`src/rtl/periph_csb_bridge_q.sv`:
```
// HWPE peripheral slave to NVDLA CSB bridge with an in-order ID queue and a
// response buffer, so that several CSB accesses can be in flight at once.
module periph_csb_bridge_q #(
    parameter int unsigned ID_WIDTH     = 1,
    parameter logic [31:0] BASE_ADDR    = 32'h0000_0000,
    parameter logic [31:0] WINDOW_BYTES = 32'h0004_0000,
    parameter int unsigned OUTSTANDING  = 4,
    parameter bit          NPOSTED      = 1'b1
) (
    input  logic                         clk,
    input  logic                         rst,
    input  logic                         periph_req_i,
    input  logic [31:0]                  periph_add_i,
    input  logic                         periph_wen_i,
    input  logic [3:0]                   periph_be_i,
    input  logic [31:0]                  periph_data_i,
    input  logic [ID_WIDTH-1:0]          periph_id_i,
    output logic                         periph_gnt_o,
    output logic [31:0]                  periph_r_data_o,
    output logic                         periph_r_valid_o,
    output logic [ID_WIDTH-1:0]          periph_r_id_o,
    output logic                         csb2nvdla_valid,
    input  logic                         csb2nvdla_ready,
    output logic [15:0]                  csb2nvdla_addr,
    output logic [31:0]                  csb2nvdla_wdat,
    output logic                         csb2nvdla_write,
    output logic                         csb2nvdla_nposted,
    input  logic                         nvdla2csb_valid,
    input  logic [31:0]                  nvdla2csb_data,
    input  logic                         nvdla2csb_wr_complete,
    output logic [$clog2(OUTSTANDING):0] outstanding_o,
    output logic                         err_o
);

    localparam int unsigned AW = $clog2(OUTSTANDING);
    localparam int unsigned CW = AW + 1;

    typedef enum logic [1:0] {
        K_READ = 2'd0,
        K_NPW  = 2'd1,
        K_PW   = 2'd2,
        K_ERR  = 2'd3
    } kind_e;

    logic [ID_WIDTH-1:0] q_id_r   [OUTSTANDING];
    kind_e               q_kind_r [OUTSTANDING];
    logic [CW-1:0]       q_wp_r, q_rp_r, q_cnt_r;
    logic [31:0]         rb_mem_r [OUTSTANDING];
    logic [CW-1:0]       rb_wp_r, rb_rp_r;
    logic [CW-1:0]       exp_cnt_r;

    logic                csb_valid_r, csb_write_r, csb_nposted_r;
    logic [15:0]         csb_addr_r;
    logic [31:0]         csb_wdat_r;
    logic                r_valid_r, err_r;
    logic [31:0]         r_data_r;
    logic [ID_WIDTH-1:0] r_id_r;

    logic [31:0]         off_s;
    logic                in_win_s;
    kind_e               kind_s, head_kind_s;
    logic [ID_WIDTH-1:0] head_id_s;
    logic                q_full_s, q_empty_s, rb_empty_s;
    logic                gnt_s, pop_s, rb_pop_s, exp_inc_s;
    logic [31:0]         pop_data_s;
    logic                acc_rd_s, acc_wc_s, drop_s;
    logic [CW-1:0]       rb_wp1_s;
    logic [AW-1:0]       wc_idx_s;

    // Request classification against the CSB window and byte-enable rules.
    always_comb begin
        off_s    = periph_add_i - BASE_ADDR;
        in_win_s = (periph_add_i >= BASE_ADDR) && (off_s < WINDOW_BYTES);
        kind_s   = K_ERR;
        if (!in_win_s) begin
            kind_s = K_ERR;
        end else if (periph_wen_i) begin
            kind_s = K_READ;
        end else if (periph_be_i != 4'hF) begin
            kind_s = K_ERR;
        end else if (NPOSTED) begin
            kind_s = K_NPW;
        end else begin
            kind_s = K_PW;
        end
    end

    // Queue status, grant and acceptance of CSB responses.
    always_comb begin
        q_empty_s  = (q_wp_r == q_rp_r);
        q_full_s   = (q_wp_r[AW] != q_rp_r[AW]) && (q_wp_r[AW-1:0] == q_rp_r[AW-1:0]);
        rb_empty_s = (rb_wp_r == rb_rp_r);
        gnt_s      = periph_req_i && !q_full_s && (!csb_valid_r || csb2nvdla_ready);
        exp_inc_s  = gnt_s && ((kind_s == K_READ) || (kind_s == K_NPW));
        // Only responses that some queued READ/NPW still owes are buffered.
        acc_rd_s   = nvdla2csb_valid && (exp_cnt_r != {CW{1'b0}});
        acc_wc_s   = nvdla2csb_wr_complete && ((exp_cnt_r - CW'(acc_rd_s)) != {CW{1'b0}});
        drop_s     = (nvdla2csb_valid && !acc_rd_s) || (nvdla2csb_wr_complete && !acc_wc_s);
        rb_wp1_s   = rb_wp_r + {{AW{1'b0}}, 1'b1};
        wc_idx_s   = acc_rd_s ? rb_wp1_s[AW-1:0] : rb_wp_r[AW-1:0];
    end

    // Head-of-queue pop decision; write responses carry no data.
    always_comb begin
        head_kind_s = q_kind_r[q_rp_r[AW-1:0]];
        head_id_s   = q_id_r[q_rp_r[AW-1:0]];
        pop_s       = 1'b0;
        rb_pop_s    = 1'b0;
        pop_data_s  = 32'h0000_0000;
        if (!q_empty_s) begin
            case (head_kind_s)
                K_PW: begin
                    pop_s = 1'b1;
                end
                K_ERR: begin
                    pop_s      = 1'b1;
                    pop_data_s = 32'hDEAD_BEEF;
                end
                K_READ: begin
                    if (!rb_empty_s) begin
                        pop_s      = 1'b1;
                        rb_pop_s   = 1'b1;
                        pop_data_s = rb_mem_r[rb_rp_r[AW-1:0]];
                    end else begin
                        pop_s = 1'b0;
                    end
                end
                K_NPW: begin
                    if (!rb_empty_s) begin
                        pop_s    = 1'b1;
                        rb_pop_s = 1'b1;
                    end else begin
                        pop_s = 1'b0;
                    end
                end
                default: begin
                    pop_s = 1'b0;
                end
            endcase
        end else begin
            pop_s = 1'b0;
        end
    end

    // Storage arrays; their contents are only meaningful between the pointers.
    always_ff @(posedge clk) begin
        if (gnt_s) begin
            q_id_r[q_wp_r[AW-1:0]]   <= periph_id_i;
            q_kind_r[q_wp_r[AW-1:0]] <= kind_s;
        end
        if (acc_rd_s) begin
            rb_mem_r[rb_wp_r[AW-1:0]] <= nvdla2csb_data;
        end
        if (acc_wc_s) begin
            rb_mem_r[wc_idx_s] <= 32'h0000_0000;
        end
    end

    // Pointers, counters, CSB request register and registered response.
    always_ff @(posedge clk or posedge rst) begin
        if (rst) begin
            q_wp_r        <= {CW{1'b0}};
            q_rp_r        <= {CW{1'b0}};
            q_cnt_r       <= {CW{1'b0}};
            rb_wp_r       <= {CW{1'b0}};
            rb_rp_r       <= {CW{1'b0}};
            exp_cnt_r     <= {CW{1'b0}};
            csb_valid_r   <= 1'b0;
            csb_write_r   <= 1'b0;
            csb_nposted_r <= 1'b0;
            csb_addr_r    <= 16'h0000;
            csb_wdat_r    <= 32'h0000_0000;
            r_valid_r     <= 1'b0;
            r_data_r      <= 32'h0000_0000;
            r_id_r        <= {ID_WIDTH{1'b0}};
            err_r         <= 1'b0;
        end else begin
            q_wp_r    <= q_wp_r + CW'(gnt_s);
            q_rp_r    <= q_rp_r + CW'(pop_s);
            q_cnt_r   <= q_cnt_r + CW'(gnt_s) - CW'(pop_s);
            rb_wp_r   <= rb_wp_r + CW'(acc_rd_s) + CW'(acc_wc_s);
            rb_rp_r   <= rb_rp_r + CW'(rb_pop_s);
            exp_cnt_r <= exp_cnt_r + CW'(exp_inc_s) - CW'(acc_rd_s) - CW'(acc_wc_s);
            if (gnt_s && (kind_s != K_ERR)) begin
                csb_valid_r   <= 1'b1;
                csb_addr_r    <= off_s[17:2];
                csb_wdat_r    <= periph_data_i;
                csb_write_r   <= !periph_wen_i;
                csb_nposted_r <= !periph_wen_i && NPOSTED;
            end else if (csb2nvdla_ready) begin
                csb_valid_r <= 1'b0;
            end
            r_valid_r <= pop_s;
            r_data_r  <= pop_s ? pop_data_s : 32'h0000_0000;
            r_id_r    <= pop_s ? head_id_s : {ID_WIDTH{1'b0}};
            if (drop_s || (pop_s && (head_kind_s == K_ERR))) begin
                err_r <= 1'b1;
            end
        end
    end

    assign periph_gnt_o      = gnt_s;
    assign periph_r_valid_o  = r_valid_r;
    assign periph_r_data_o   = r_data_r;
    assign periph_r_id_o     = r_id_r;
    assign csb2nvdla_valid   = csb_valid_r;
    assign csb2nvdla_addr    = csb_addr_r;
    assign csb2nvdla_wdat    = csb_wdat_r;
    assign csb2nvdla_write   = csb_write_r;
    assign csb2nvdla_nposted = csb_nposted_r;
    assign outstanding_o     = q_cnt_r;
    assign err_o             = err_r;

endmodule
```
`config.mk`:
```
export PLATFORM = sky130hd
export DESIGN_NAME = periph_csb_bridge_q
export DESIGN_NICKNAME = d
export VERILOG_FILES = /design/src/rtl/periph_csb_bridge_q.sv
export SDC_FILE = /design/constraint.sdc
export NUM_CORES = 1
export LEC_CHECK = 0
export BUFFER_PORTS_ARGS = -buffer_cell sky130_fd_sc_hd__buf_2
export CAP_MARGIN = 10
export CORE_ASPECT_RATIO = 1.25
export CORE_MARGIN = 3
export CORE_UTILIZATION = 59
export DETAILED_ROUTE_END_ITERATION = 16
export HOLD_SLACK_MARGIN = 0.03
export PLACE_DENSITY = 0.91
export SYNTH_ARGS = -nofsm -noshare
export SYNTH_HDL_FRONTEND = slang
export SYNTH_SLANG_ARGS = --single-unit
```
`constraint.sdc`:
```
create_clock -name clk -period 5.4 [get_ports clk]
set_input_delay 0.54 -clock clk [delete_from_list [all_inputs] [get_ports clk]]
set_output_delay 0.54 -clock clk [all_outputs]
set_load 0.05 [all_outputs]
```
==> run metrics, run 1 <==
status finished, final reports clean; clock slew at reported path FFs 60 ps; Seq cells post-synth 243; largest net degree at the start of global routing 59; slew margin rel. 0.271; number of CTS-inserted buffers 23; PD cells 633 mW/mm^2; Routed WL 25700 um; startpoint types flip-flop; row count 52; initial antenna violation count 5; vias in the first global route 7953; Tightest Pin Transition 1090 ps; first-pass GRT wire length 39900 um; setup bufs post-CTS 0; Mapped Nets 1072; CTS H-tree depth 1; Post-CTS Hold Buffers 0; register area share after synthesis 0.548; syn avg cell area 10.7 sq um; commonest non-fill, non-tap cell in the layout nand2_1; Final WS setup 1940 ps; Power Total 7550 uW; VDD IR max 0.000456 V; PostCTS Resize Cnt 0; CTS tree done; hold crit path type primary input to async pin; TritonCTS Sinks 243; placed cells 1307; port bufs 195; routed vias/inst 5.82; Die Height 152 um; GRT Overall Usage 0.270; Setup Slack @ Placement 1940 ps; Cell Area, Synth 0.0100 sq mm; routed len/inst 19.0 um; Ys Warns 0; Initial Util 0.610; setup skew after layout 9.91 ps; Setup TNS 0 ps; unrepaired setup endpoints after global routing no; DR pass1 iterations 5; CTS root buf clkbuf_16; Clock Latency Late Sink 510 ps; Syn-to-layout area delta 18.8%; num ports 198; Fillers 1088; clock buffer depth 3; DIE AREA 0.0186 sq mm; leading register cell type out of synthesis dfxtp_1; residual DRC count 0; Worst Path Class, Setup flip-flop to flip-flop; DP Wirelength 16100 um; Vias 7875; Critical Path RT 5830 ps; Critical Path End Type flip-flop; Crit Path Max Fanout 11; commonest non-fill, non-tap cells in the layout nand2_1 (262), buf_2 (195), a21oi_1 (128), dfxtp_1 (128), dfrtp_1 (102); Total Nets Final 1247; min cycle time layout 3460 ps; core area 0.0165 sq mm; share of cells above drive strength 1 0.301; Routability Congestion 0.752; f_max 289 MHz; Fin. Hold Viols 0; Slew Limit Fails 0; Cell Count, Final, Fillers Out 1352; drt initial violations 598; Tcrit/Tclk final 0.641; Leakage 0.00554 uW; Crit path arrival time 3890 ps; grt ovf 0; asr flop ratio synth 0.424; Routed Antenna Nets 0; Post-synth EDFFs 12; final setup vio count 0; Die X 123 um; Max-cap violations 0; Synth Instances 941; Synth cell types 44
## worst max-delay path, cell delays in order, from the launching register on
cell and delay, ps:
dfrtp_1 450, o31ai_4 480, inv_1 280, ha_1 260, xor2_1 150, o21ai_1 530, fa_1 540, ha_1 200
ha_1 190, xnor2_1 170, xnor2_1 130
## cells in the mapped netlist, types with 9 or more instances
cell type / instances / area [sq um]
o21a_1: 25 / 188
dfrtp_1: 103 / 2580
dfxtp_1: 128 / 2560
ha_1: 20 / 250
a21oi_1: 132 / 661
nand2_1: 262 / 983
nor2b_1: 22 / 138
mux4_2: 32 / 721
buf_2: 31 / 155
edfxtp_1: 12 / 360
and2b_1: 10 / 75.1
mux2_2: 48 / 541
xor2_1: 9 / 78.8
clkbuf_1: 24 / 90.1
inv_1: 20 / 75.1
## metal layers
metal,GRT usage,share of wire,up-vias
met3,0.0536,0.10,72
met4,0.128,0.036,4
met5,0,0.00086,-
li1,-,-,3518
met2,0.478,0.52,475
met1,0.310,0.34,3806
## through the flow
| stage | utilization | area [sq um] | hold slack [ps] |
|---|---|---|---|
| after floorplan | - | 10000 | 433 |
| after global placement | 0.675 | 11100 | 438 |
| after global routing | 0.724 | 11900 | 158 |
| after detailed placement | 0.675 | 11100 | 443 |
| final | 0.724 | 11900 | 112 |
| after CTS | 0.723 | 11900 | 125 |
## final timing paths
kind | start | end | slack (ps) | cells after the start
max | exp_cnt_r[2]$_DFF_PP0_ | exp_cnt_r[2]$_DFF_PP0_ | 1940 | 10
min in group clk | periph_data_i[1] | csb2nvdla_wdat[1]$_DFFE_PP0P_ | 270 | 2
max in group asynchronous | rst | q_wp_r[1]$_DFF_PP0_ | 4140 | 3
min | rst | periph_r_data_o[13]$_DFF_PP0_ | 110 | 2
max reg2reg | exp_cnt_r[2]$_DFF_PP0_ | exp_cnt_r[2]$_DFF_PP0_ | 1940 | 10
min reg2reg | rb_mem_r[2][22]$_SDFFE_PP0P_ | rb_mem_r[2][22]$_SDFFE_PP0P_ | 450 | 2
## cell families after synthesis
logic type                 after synthesis  synth area share
and+or+nand+nor                        328             0.139
DFF                                    243             0.548
AOI/OAI and AO/OA                      167            0.0960
muxes                                   83             0.134
buffers and inverters                   82            0.0386
adders and majority gates               23            0.0309
xor gates and xnor gates                15            0.0138
## report_power, final
group / total, uW / leakage (uW) / switching [uW] / internal, uW
registers: 2870 / 0.00253 / 361 / 2510
clock network: 1680 / 0.000389 / 667 / 1020
logic: 2990 / 0.00262 / 1800 / 1190
total: 7550 / 0.00554 / 2830 / 4710
## registers in the layout, indices dropped and copies added, names as in the netlist
name / count
q_wp_r: 3
periph_r_valid_o: 1
q_rp_r: 3
periph_r_data_o: 32
csb2nvdla_wdat: 32
rb_mem_r: 128
periph_r_id_o: 1
rb_rp_r: 3
q_id_r: 4
outstanding_o: 3
csb2nvdla_nposted: 1
csb2nvdla_addr: 16
rb_wp_r: 3
exp_cnt_r: 3
csb2nvdla_valid: 1
err_o: 1
q_kind_r: 8
## final cells by class
cell class                 instances  area [sq um]  share of cell area
timing repair buffer             212          1100              0.0926
sequential                       243          5500               0.462
clock inverter                     7           114             0.00955
tap                              216           270              0.0227
clock buffer                      34           679              0.0570
antenna                            4          10.0            0.000840
multi-input combinational        616          4160               0.349
inverter                          20          77.6             0.00651
(Power assumes the default switching activity.)
==> run 2, diff against run 1 <==
--- a/config.mk
+++ b/config.mk
@@ -9,10 +9,10 @@
 export CAP_MARGIN = 10
 export CORE_ASPECT_RATIO = 1.25
 export CORE_MARGIN = 3
-export CORE_UTILIZATION = 59
+export CORE_UTILIZATION = 55
 export DETAILED_ROUTE_END_ITERATION = 16
 export HOLD_SLACK_MARGIN = 0.03
-export PLACE_DENSITY = 0.91
+export PLACE_DENSITY = 0.86
 export SYNTH_ARGS = -nofsm -noshare
 export SYNTH_HDL_FRONTEND = slang
 export SYNTH_SLANG_ARGS = --single-unit
==> constraint.sdc (replaced) <==
create_clock -name clk -period 3.35 [get_ports clk]
set_input_delay 0.335 -clock clk [delete_from_list [all_inputs] [get_ports clk]]
set_output_delay 0.335 -clock clk [all_outputs]
set_load 0.05 [all_outputs]
==> run metrics, run 2 (synthesis results as in run 1) <==
status finished, final reports clean; grt ovf 0 (unchanged); Syn-to-layout area delta 18.8% (about the same); Crit Path Max Fanout 5 (-6); Slew Limit Fails 0 (unchanged); final setup vio count 0 (unchanged); Fillers 1323 (+22%); DR pass1 iterations 5 (unchanged); Tightest Pin Transition 1110 ps (+17.3 ps); Critical Path End Type flip-flop; Tcrit/Tclk final 0.949 (+0.308); Total Nets Final 1252 (+0.40%); Fin. Hold Viols 0 (unchanged); hold worst-path end q_id_r[3]$_DFFE_PP_; first-pass GRT wire length 37900 um (-4.9%); Clock Latency Late Sink 510 ps (about the same); reg2reg start q_rp_r[0]$_DFF_PP0_; routed len/inst 17.7 um (-6.9%); CTS H-tree depth 1 (unchanged); Finished Core Util 0.673 (-0.0507); f_max 314 MHz (+8.9%); Critical Path RT 3780 ps (-2050 ps); Comb power frac 0.403 (+0.006); CTS root buf clkbuf_16; Power Total 11900 uW (+57%); CP startpoint q_rp_r[0]$_DFF_PP0_; Vias 7440 (-5.5%); Initial Util 0.567 (-0.0427); number of CTS-inserted buffers 23 (unchanged); Routed WL 24100 um (-6.1%); Fin Hold WS 53.2 ps (-59.3 ps); hold path start periph_id_i; largest net degree at the start of global routing 55 (-6.8%); sw frac 0.378 (+0.00230); NetSw 4480 uW (+58%); Biggest register rb_mem_r; Die Height 157 um (+3.4%); R2R Path End outstanding_o[2]$_DFF_PP0_; row count 54 (+3.8%); Setup TNS 0 ps (unchanged); PostCTS Resize Cnt 0 (unchanged); Post-CTS Hold Buffers 1 (+1); Power Internal 7380 uW (+57%); clock buffer depth 3 (unchanged); routed vias/inst 5.46 (-6.3%); Reg power frac 0.388 (+0.008); Reg2Reg Setup Slack 170 ps (-1770 ps); hold depth 1; Leakage 0.00555 uW (+0.22%); largest delay contributor family on the critical path adder cells; Final WS setup 170 ps (-1770 ps); Crit path largest cell delay 650 ps (+110 ps); clock slew at reported path FFs 60 ps (about the same); Crit path arrival time 3610 ps (-280 ps); initial antenna violation count 3 (-2); DP Wirelength 15300 um (-5.0%); slew margin rel. 0.259 (-0.0115); clock share of power 0.209 (-0.014); cell chain of the critical path mux4_1 > inv_1 > ha_1 > nor2_1 > o21a_1 > ha_1 > inv_1 > ha_1 > fa_1 > xnor2_1 > xnor2_1; most used cell, CP ha_1; min cycle time layout 3180 ps (-283 ps); residual DRC count 0 (unchanged); share of cells above drive strength 1 0.306 (+0.00456); hold crit path type primary input to flip-flop; VDD IR max 0.000704 V (+55%); Routed Antenna Nets 0 (unchanged); Setup Slack @ Placement 243 ps (-1690 ps); drt initial violations 522 (-13%); Routability Congestion 0.797 (+5.9%); area of the multi-input gates 0.00416 sq mm (unchanged); setup skew after layout 11.0 ps (+1.09 ps); Register Area 0.00550 sq mm (unchanged); Die X 127 um (+3.4%); port bufs 195 (unchanged); unrepaired setup endpoints after global routing no; CTS tree done; num ports 198 (unchanged); commonest non-fill, non-tap cells in the layout nand2_1 (262), buf_2 (195), a21oi_1 (128), dfxtp_1 (128), dfrtp_1 (102); TritonCTS Sinks 243 (unchanged); Worst Path Buf+Inv 2 (+1); commonest non-fill, non-tap cell in the layout nand2_1; Largest register FFs 128 (unchanged); setup bufs post-CTS 0 (unchanged); Worst Path Class, Setup flip-flop to flip-flop; Max-cap violations 0 (unchanged); slowest stage cell, crit path mux4_1; PD cells 995 mW/mm^2 (+57%); vias in the first global route 7427 (-6.6%); core area 0.0177 sq mm (+7.5%); GRT Overall Usage 0.240 (-0.0306); startpoint types flip-flop; cells on worst reg2reg path 11 (+1); DIE AREA 0.0199 sq mm (+6.9%)
run 2: power by group through the flow:
stage	Clock [uW]	Combinational [uW]	Sequential, uW
floorplan	0	3210	4950
global placement	0	4590	4580
detailed placement	0	4730	4640
CTS	2540	4800	4590
global route	2670	5240	4720
finish	2480	4780	4600
run 2: worst register-to-register path, cell delays in order, from the launching register on:
cell	delay, ps
dfrtp_1	510
mux4_1	650
inv_1	120
ha_1	220
nor2_1	100
o21a_1	250
ha_1	310
inv_1	40
ha_1	190
fa_1	400
xnor2_1	190
xnor2_1	140
run 2: cell type report:
cell class / instances / area share
sequential: 243 / 0.462
multi-input combinational: 616 / 0.349
timing repair buffer: 217 / 0.0980
clock buffer: 33 / 0.0566
tap: 224 / 0.0235
inverter: 20 / 0.00651
clock inverter: 9 / 0.00441
antenna: 1 / 0.000210
run 2: worst max-delay path by stage:
| stage | slack, ps | cells past startpoint | end |
|---|---|---|---|
| after floorplan | 310 | 1 | csb2nvdla_addr[0]$_DFFE_PP0P_ |
| after global routing | 9 | 11 | outstanding_o[2]$_DFF_PP0_ |
| final | 170 | 11 | outstanding_o[2]$_DFF_PP0_ |
| after detailed placement | 240 | 11 | outstanding_o[2]$_DFF_PP0_ |
| after global placement | 360 | 11 | outstanding_o[2]$_DFF_PP0_ |
| after CTS | 160 | 11 | outstanding_o[2]$_DFF_PP0_ |
run 2: through the flow:
step                      area [sq um]  std cells
after floorplan                  10000        941
after global placement           11200       1319
after detailed placement         11200       1319
after CTS                        11900       1362
after global routing             11900       1363
final                            11900       1363
run 2: metal layers:
metal / up-vias / GRT usage / share of wire
met3: 42 / 0.0448 / 0.085
met4: 4 / 0.0675 / 0.020
met2: 348 / 0.437 / 0.51
li1: 3519 / - / -
met5: - / 0 / 0.00087
met1: 3527 / 0.290 / 0.38
